### config.mk
export PLATFORM = sky130hd
export DESIGN_NAME = led_pattern_seq
export DESIGN_NICKNAME = d
export VERILOG_FILES = /design/src/rtl/led_pattern_seq.sv
export SDC_FILE = /design/constraint.sdc
export NUM_CORES = 1
export LEC_CHECK = 0
export CAP_MARGIN = 10
export CORE_ASPECT_RATIO = 0.7
export CORE_MARGIN = 4
export CORE_UTILIZATION = 45
export DETAILED_ROUTE_END_ITERATION = 8
export PLACE_DENSITY = 0.7
export SKIP_LAST_GASP = 1
export SYNTH_ARGS = -nofsm -noshare
export SYNTH_HDL_FRONTEND = slang
export SYNTH_SLANG_ARGS = --single-unit
export TNS_END_PERCENT = 50
### constraint.sdc
create_clock -name clk -period 4.7 [get_ports clk]
set_input_delay 1.175 -clock clk [delete_from_list [all_inputs] [get_ports clk]]
set_output_delay 1.175 -clock clk [all_outputs]
set_load 0.01 [all_outputs]
### src/rtl/led_pattern_seq.sv
// LED pattern sequencer: steps a WIDTH-bit LED bank through one of four
// patterns, one step per programmable prescaler tick.
module led_pattern_seq #(
    parameter int WIDTH = 8,
    parameter int DIV_W = 24
) (
    input  logic             clk,
    input  logic             rst_n,
    input  logic             en,
    input  logic [1:0]       mode,
    input  logic [DIV_W-1:0] div,
    output logic [WIDTH-1:0] led,
    output logic             step_pulse,
    output logic             frame_done
);

    localparam int H  = (WIDTH + 1) / 2;
    localparam int SW = $clog2(2 * WIDTH);

    logic [DIV_W-1:0] r_cnt;
    logic [SW-1:0]    r_step;
    logic [1:0]       r_mode;
    logic [WIDTH-1:0] r_led;
    logic             r_step_pulse;
    logic             r_frame_done;

    logic             w_tick;
    logic             w_switch;
    logic [1:0]       w_sel_mode;
    logic [SW-1:0]    w_sel_step;
    logic [SW-1:0]    w_next_step;
    logic [WIDTH-1:0] w_pat;
    logic             w_is_last;

    function automatic logic [WIDTH-1:0] f_pattern(input logic [1:0] m, input int k);
        logic [WIDTH-1:0] p;
        int               j;
        p = '0;
        j = 0;
        case (m)
            2'd0: begin
                j = (k < H) ? k : (2 * H - 2 - k);
                if (k <= 2 * H - 2) begin
                    for (int i = 0; i < WIDTH; i++)
                        if (i == j || i == WIDTH - 1 - j) p[i] = 1'b1;
                end
            end
            2'd1: begin
                for (int i = 0; i < WIDTH; i++)
                    if (i == k) p[i] = 1'b1;
            end
            2'd2: begin
                j = (k < WIDTH) ? k : (2 * WIDTH - 2 - k);
                for (int i = 0; i < WIDTH; i++)
                    if (i == j) p[i] = 1'b1;
            end
            default: begin
                if (k == 0) p = '1;
            end
        endcase
        return p;
    endfunction

    function automatic int f_last(input logic [1:0] m);
        case (m)
            2'd0:    return 2 * H - 1;
            2'd1:    return WIDTH - 1;
            2'd2:    return 2 * WIDTH - 3;
            default: return 1;
        endcase
    endfunction

    // A mode change restarts the frame: the tick outputs step 0 of the new
    // pattern, so r_step always holds the index of the next step to show.
    always_comb begin
        w_tick      = (r_cnt >= div);
        w_switch    = (mode != r_mode);
        w_sel_mode  = w_switch ? mode : r_mode;
        w_sel_step  = w_switch ? '0 : r_step;
        w_pat       = f_pattern(w_sel_mode, int'(w_sel_step));
        w_is_last   = (int'(w_sel_step) == f_last(w_sel_mode));
        w_next_step = w_is_last ? '0 : (w_sel_step + SW'(1));
    end

    always_ff @(posedge clk or negedge rst_n) begin
        if (!rst_n) begin
            r_cnt        <= '0;
            r_step       <= '0;
            r_mode       <= 2'd0;
            r_led        <= '0;
            r_step_pulse <= 1'b0;
            r_frame_done <= 1'b0;
        end else if (!en) begin
            r_cnt        <= '0;
            r_step       <= '0;
            r_led        <= '0;
            r_step_pulse <= 1'b0;
            r_frame_done <= 1'b0;
        end else if (w_tick) begin
            r_cnt        <= '0;
            r_mode       <= w_sel_mode;
            r_step       <= w_next_step;
            r_led        <= w_pat;
            r_step_pulse <= 1'b1;
            r_frame_done <= w_is_last;
        end else begin
            r_cnt        <= r_cnt + 1'b1;
            r_step_pulse <= 1'b0;
            r_frame_done <= 1'b0;
        end
    end

    assign led        = r_led;
    assign step_pulse = r_step_pulse;
    assign frame_done = r_frame_done;

endmodule

Yosys cells after proc, flatten, opt, wreduce, memory -nomap -nowiden
Cells that the tools add are included.
{"block": "word_totals", "register_bits": 40, "in_bits": 29, "out_inout_bits": 10, "wordCells": 106}
{"block": "classes", "addsub": 5, "magnitude_cmp": 4, "eq_ne": 33, "mux": 43, "n_reduce_logical": 15}
{"operator": "== test 4 x 32 -> 1 bit (first input constant)", "n": 12}
{"operator": "== test 3 x 32 -> 1 bit (first input constant)", "n": 6}
{"operator": "== test 2 x 32 -> 1 bit (first input constant)", "n": 3}
{"operator": "logical NOT 32 bit", "n": 3}
{"operator": "two-way mux 32 bit", "n": 2}
{"operator": "two-way mux 24 bit", "n": 2}
{"operator": "== test 5 x 32 -> 1 bit", "n": 1}
{"operator": "two-way mux 8 bit", "n": 4}
{"operator": "subtractor 4 x 32 -> 32 bit (first input constant)", "n": 1}
{"operator": "two-way mux 1 bit", "n": 28}
{"operator": "adder 24 x 1 -> 24 bit (second input constant)", "n": 1}
{"operator": ">= comparator 24 bit", "n": 1}
{"operator": "one-hot mux 8 bit (3 select lines)", "n": 1}
{"operator": "== test 4 bit (first input constant)", "n": 4}
{"operator": "two-way mux 4 bit", "n": 4}
{"operator": "== test 3 x 4 -> 1 bit (first input constant)", "n": 2}
{"operator": "logical OR 1 bit", "n": 8}
{"operator": "one-hot mux 4 bit (2 select lines)", "n": 1}
{"operator": "subtractor 3 x 4 -> 5 bit (first input constant)", "n": 1}
{"operator": "subtractor 4 x 4 -> 5 bit (first input constant)", "n": 1}
{"operator": "adder 4 x 1 -> 4 bit (second input constant)", "n": 1}
{"operator": "== test 2 x 4 -> 1 bit (first input constant)", "n": 1}
{"operator": "less-or-equal comparator 4 x 3 -> 1 bit (second input constant)", "n": 1}
{"operator": "logical NOT 4 bit", "n": 1}
{"operator": "10 further kinds", "n": 10}

Depth between registers and ports, before layout
{"block": "depth", "depth_word": 12, "ltp_mapped": 17, "ltp_nobuf": 14}

Worst setup path before layout
Ideal clock, no wire load.
{"block": "synth_path", "kind": "input port to flip-flop", "from": "input mode[0]", "to": "register r_led[2] (netlist: led[2])", "setup_ps": 77, "arrival_time_ps": 4343, "required_ps": 4623, "path_slack_ps": 280, "cell_stages": 17, "cell_sequence": "buf_4 -> xnor2_1 -> and2_1 -> buf_2 -> nand2_1 -> inv_1 -> ha_1 -> clkbuf_1 -> and2_1 -> o21ai_0 -> ha_1 -> or4bb_1 -> a211oi_1 -> o2111ai_1 -> a21oi_1 -> o211ai_1 -> a21oi_1"}
{"block": "synth_via", "elab_chain_len": 12, "word_cells_on_any_way": 28}
{"element": "from (decl)", "line_no": "10", "source": "input logic [1:0] mode,"}
{"element": "!= test 2 bit", "line_no": "77", "source": "w_switch = (mode != r_mode);"}
{"element": "two-way mux 4 bit", "line_no": "79", "source": "w_sel_step = w_switch ? '0 : r_step;"}
{"element": "subtractor 3 x 4 -> 5 bit / less-than comparator 4 x 3 -> 1 bit (equally long branches)", "line_no": "42", "source": "j = (k < H) ? k : (2 * H - 2 - k);"}
{"element": "two-way mux 32 bit", "line_no": "42"}
{"element": "subtractor 4 x 32 -> 32 bit", "line_no": "45", "source": "if (i == j || i == WIDTH - 1 - j) p[i] = 1'b1;"}
{"element": "== test 3 x 32 -> 1 bit", "line_no": "45"}
{"element": "logical OR 1 bit", "line_no": "45"}
{"element": "two-way mux 1 bit", "line_no": "45"}
{"element": "two-way mux 8 bit", "line_no": "43", "source": "if (k <= 2 * H - 2) begin"}
{"element": "one-hot mux 8 bit (3 select lines) (*)", "line_no": "40", "source": "case (m)"}
{"element": "two-way mux 8 bit (*)", "line_no": "99", "source": "end else if (w_tick) begin"}
{"element": "two-way mux 8 bit (*)", "line_no": "93", "source": "end else if (!en) begin"}
{"element": "to (signal assigned)", "line_no": "103", "source": "r_led <= w_pat;"}
{"element": "to (decl)", "line_no": "23", "source": "logic [WIDTH-1:0] r_led;"}
Every way passes the cells marked *; elsewhere a longest branch is shown, timed or not. The select of a mux whose other input is x is not followed.
A chain may end at the register's enable or synchronous reset.

Worst setup path in the final report
{"block": "layout_path", "from": "input mode[1]", "to": "register r_led[2] (netlist: led[2])"}
Same word-level chain as after synthesis.

==> reports/metrics.yaml <==
synth:
  synth-edff-count: 0
  yosysSeqAreaShare: 0.298
  synth-main-ff-cell: "dfrtp_1"
  syn_nets: 467
  yosys_warnings: 0
  synth_area_per_cell_sq_um: 8.31
  yosys.area.top_type: "dfrtp_1"
  synth_top_area_frac: 0.298
  synth_async_sr_flop_share: 1.00
  syn_area_sq_mm: 0.00336
  synth_area_leaders: "dfrtp_1 (30%), ha_1 (13%), nor2_1 (4.9%)"
  syn_inst: 404
  synth-seq-cells: 40
  ys_types: 58
floorplan:
  die_y_microns: 80.3
  core-area_sq_mm: 0.00729
  ios: 39
  die_area_sq_mm: 0.00893
  fp.dieW_microns: 111
  start_util: 0.461
  rows: 26
cts:
  cts_tree: "yes"
  cts_root_buffer: "clkbuf_8"
  htree_levels: 2
  cts_hold_buffers: 0
  clk_pin_slew_ns: 0.08
  clk_latency_ns: 0.29
  cts_made_buffers: 5
  clockBufferDepth: 2
  post_cts_buffers: 0
  post_cts_resized: 0
  cts.sink_count: 40
timing:
  worst_pin_slew_ns: 0.881
  finalCriticalPeriod_ns: 4.40
  timing_hold_violations_final: 0
  final-setup-viol-count: 0
  finalMaxSlewViolations: 0
  finClkSkew_ns: 0.00365
  timing.final.crit_share: 0.937
  setup_tns_ns: 0
  fmaxAchievable_ghz: 0.227
  rsz0062_at_grt: "no"
  slew_headroom: 0.412
power:
  power_density_mw_per_mm2: 193
  total_power_mw: 0.761
  cellLeakagePower_nw: 1.84
  peakVddDrop_v: 0.000113
place:
  gp_congestion: 1.02
  post_dp_cell_area_sq_mm: 0.00384
  io_buffer_count: 38
  place_hpwl_microns: 6520
  place_inst: 531
setup_path:
  cp_top_family: "simple AND/OR/NAND/NOR gates"
  crit_path_max_incr_delay_ns: 0.52
  crit_fanout: 5
  critPathLaunch: "mode[1]"
  worstPathArrival_ns: 4.62
  rr_worst_depth: 13
  path_class: "in2reg"
  end_kind: "flip-flop"
  path_buf_inv: 1
  path_depth: 14
  crit_path_start_kind: "input pin"
  critPathSlowestCell: "or4bb_1"
  r2r_setup_slack_ns: 1.06
  rr_startpoint: "r_mode[1]"
  crit_path_cell_trace: "clkdlybuf4s50_1 > xnor2_1 > and2_1 > nand2_1 > nor2_1 > ha_1 > nor3b_1 > ha_1 > or4bb_1 > a211oi_1 > o2111ai_1 > a21oi_1 > o211ai_1 > a21oi_1"
  cp_data_required_time_ns: 4.91
grt:
  antenna_found_initial: 0
  grt_max_degree: 41
  grt_pass1_wl_microns: 14500
  groute.usage.overall: 0.197
  gr-total-overflow: 0
  grt_pass1_vias: 2853
routing:
  drc: 0
  vias: 3111
  dr.pass1.iters: 6
  routed_via_density: 5.77
  dr.first_iter.drc_count: 247
  wire_per_inst_microns: 16.0
  postRouteAntennaNets: 0
  drt_wl_total_microns: 8610
hold_path:
  hold_class: "reg2reg"
  holdPathStages: 1
  hp-start: "r_cnt[0]"
final_layout:
  layout-drive-gt1-share: 0.0635
  fin_nets: 503
  multi_input_area_sq_mm: 0.00214
  final_area_sq_mm: 0.00395
  final_common_cell: "nor2_1"
  final_cell_mix: "nor2_1 (44), dfrtp_1 (40), inv_1 (38), clkdlybuf4s50_1 (37)"
  final_core_util: 0.542
  regArea_sq_mm: 0.00100
  fillCellCount: 657
  fin_cells: 539
  n_antenna_cell: 0
  areaGrowthSynthToFinish_pct: 17.6
run_status:
  status: "complete, no violations"
run:
  max-cap-violations: 0
## power by group
part | internal (mW) | leakage (nW) | switching, mW
clock | 0.158 | 0.0552 | 0.122
combinational | 0.0556 | 1.24 | 0.0668
sequential | 0.348 | 0.548 | 0.0106
## state kept, by name, summed over array words and instances, names as in the netlist
name / flops
r_mode: 2
frame_done: 1
step_pulse: 1
r_cnt: 24
led: 8
r_step: 4
## path summary, 6_finish.rpt
kind	to
worst max-delay path	led[2]
worst min-delay path	r_cnt[0]
worst max register to register	led[2]
worst min register to register	r_cnt[0]
max in group asynchronous	r_mode[1]
min in group asynchronous	r_cnt[10]
## cell usage after synthesis (2+ instances only)
cell / n
a21o_1: 2
a21oi_1: 15
nand3_1: 15
a211oi_1: 9
inv_1: 38
o32ai_1: 3
ha_1: 34
or2_2: 4
and2_1: 5
and3_1: 5
a21boi_0: 2
clkbuf_1: 10
a31oi_1: 4
o21ai_1: 5
o211ai_1: 4
nand4_1: 10
a31o_2: 2
nand3b_1: 2
and4_1: 2
nor4_1: 11
nor3_1: 3
a22oi_1: 2
xnor2_1: 9
or3b_1: 3
dfrtp_1: 40
o2111ai_1: 2
a41oi_1: 3
a211o_1: 2
o21ai_0: 10
nor2_1: 44
or3b_2: 2
o211a_1: 4
o31ai_1: 2
o22ai_1: 6
xor2_1: 17
mux2i_1: 6
buf_2: 5
nor3b_1: 4
o21a_1: 3
nand2_1: 34
nand2b_1: 3
a41o_1: 2
## cell families after synthesis
group / synth area share
AOI/OAI and AO/OA: 0.195
xor gates and xnor gates: 0.0678
adders and majority gates: 0.127
buffers and inverters: 0.0645
DFF: 0.298
muxes: 0.0212
and+or+nand+nor: 0.227
## layout make-up
| class | count | area share |
|---|---|---|
| multi-input cells | 309 | 0.542 |
| flip-flops and latches | 40 | 0.253 |
| repair buffers | 46 | 0.110 |
| inverters | 38 | 0.0361 |
| well taps | 98 | 0.0311 |
| clock buffers | 6 | 0.0184 |
| clock inverters | 2 | 0.00887 |
## stage by stage
step                      hold slack [ns]  setup WS, ns
final                               0.547         0.295
after CTS                           0.553         0.334
after global routing                0.580        0.0898
after detailed placement            0.535        0.0350
after floorplan                     0.492         0.280
after global placement              0.530         0.148
## routing by layer
layer,part of all wire,up-vias,GRT usage
met2,0.40,145,0.280
met3,0.091,14,0.0452
met1,0.49,1427,0.301
met4,0.012,0,0.0413
li1,-,1525,-
met5,0,-,0
Note: power is estimated with default switching activity, not from simulation.
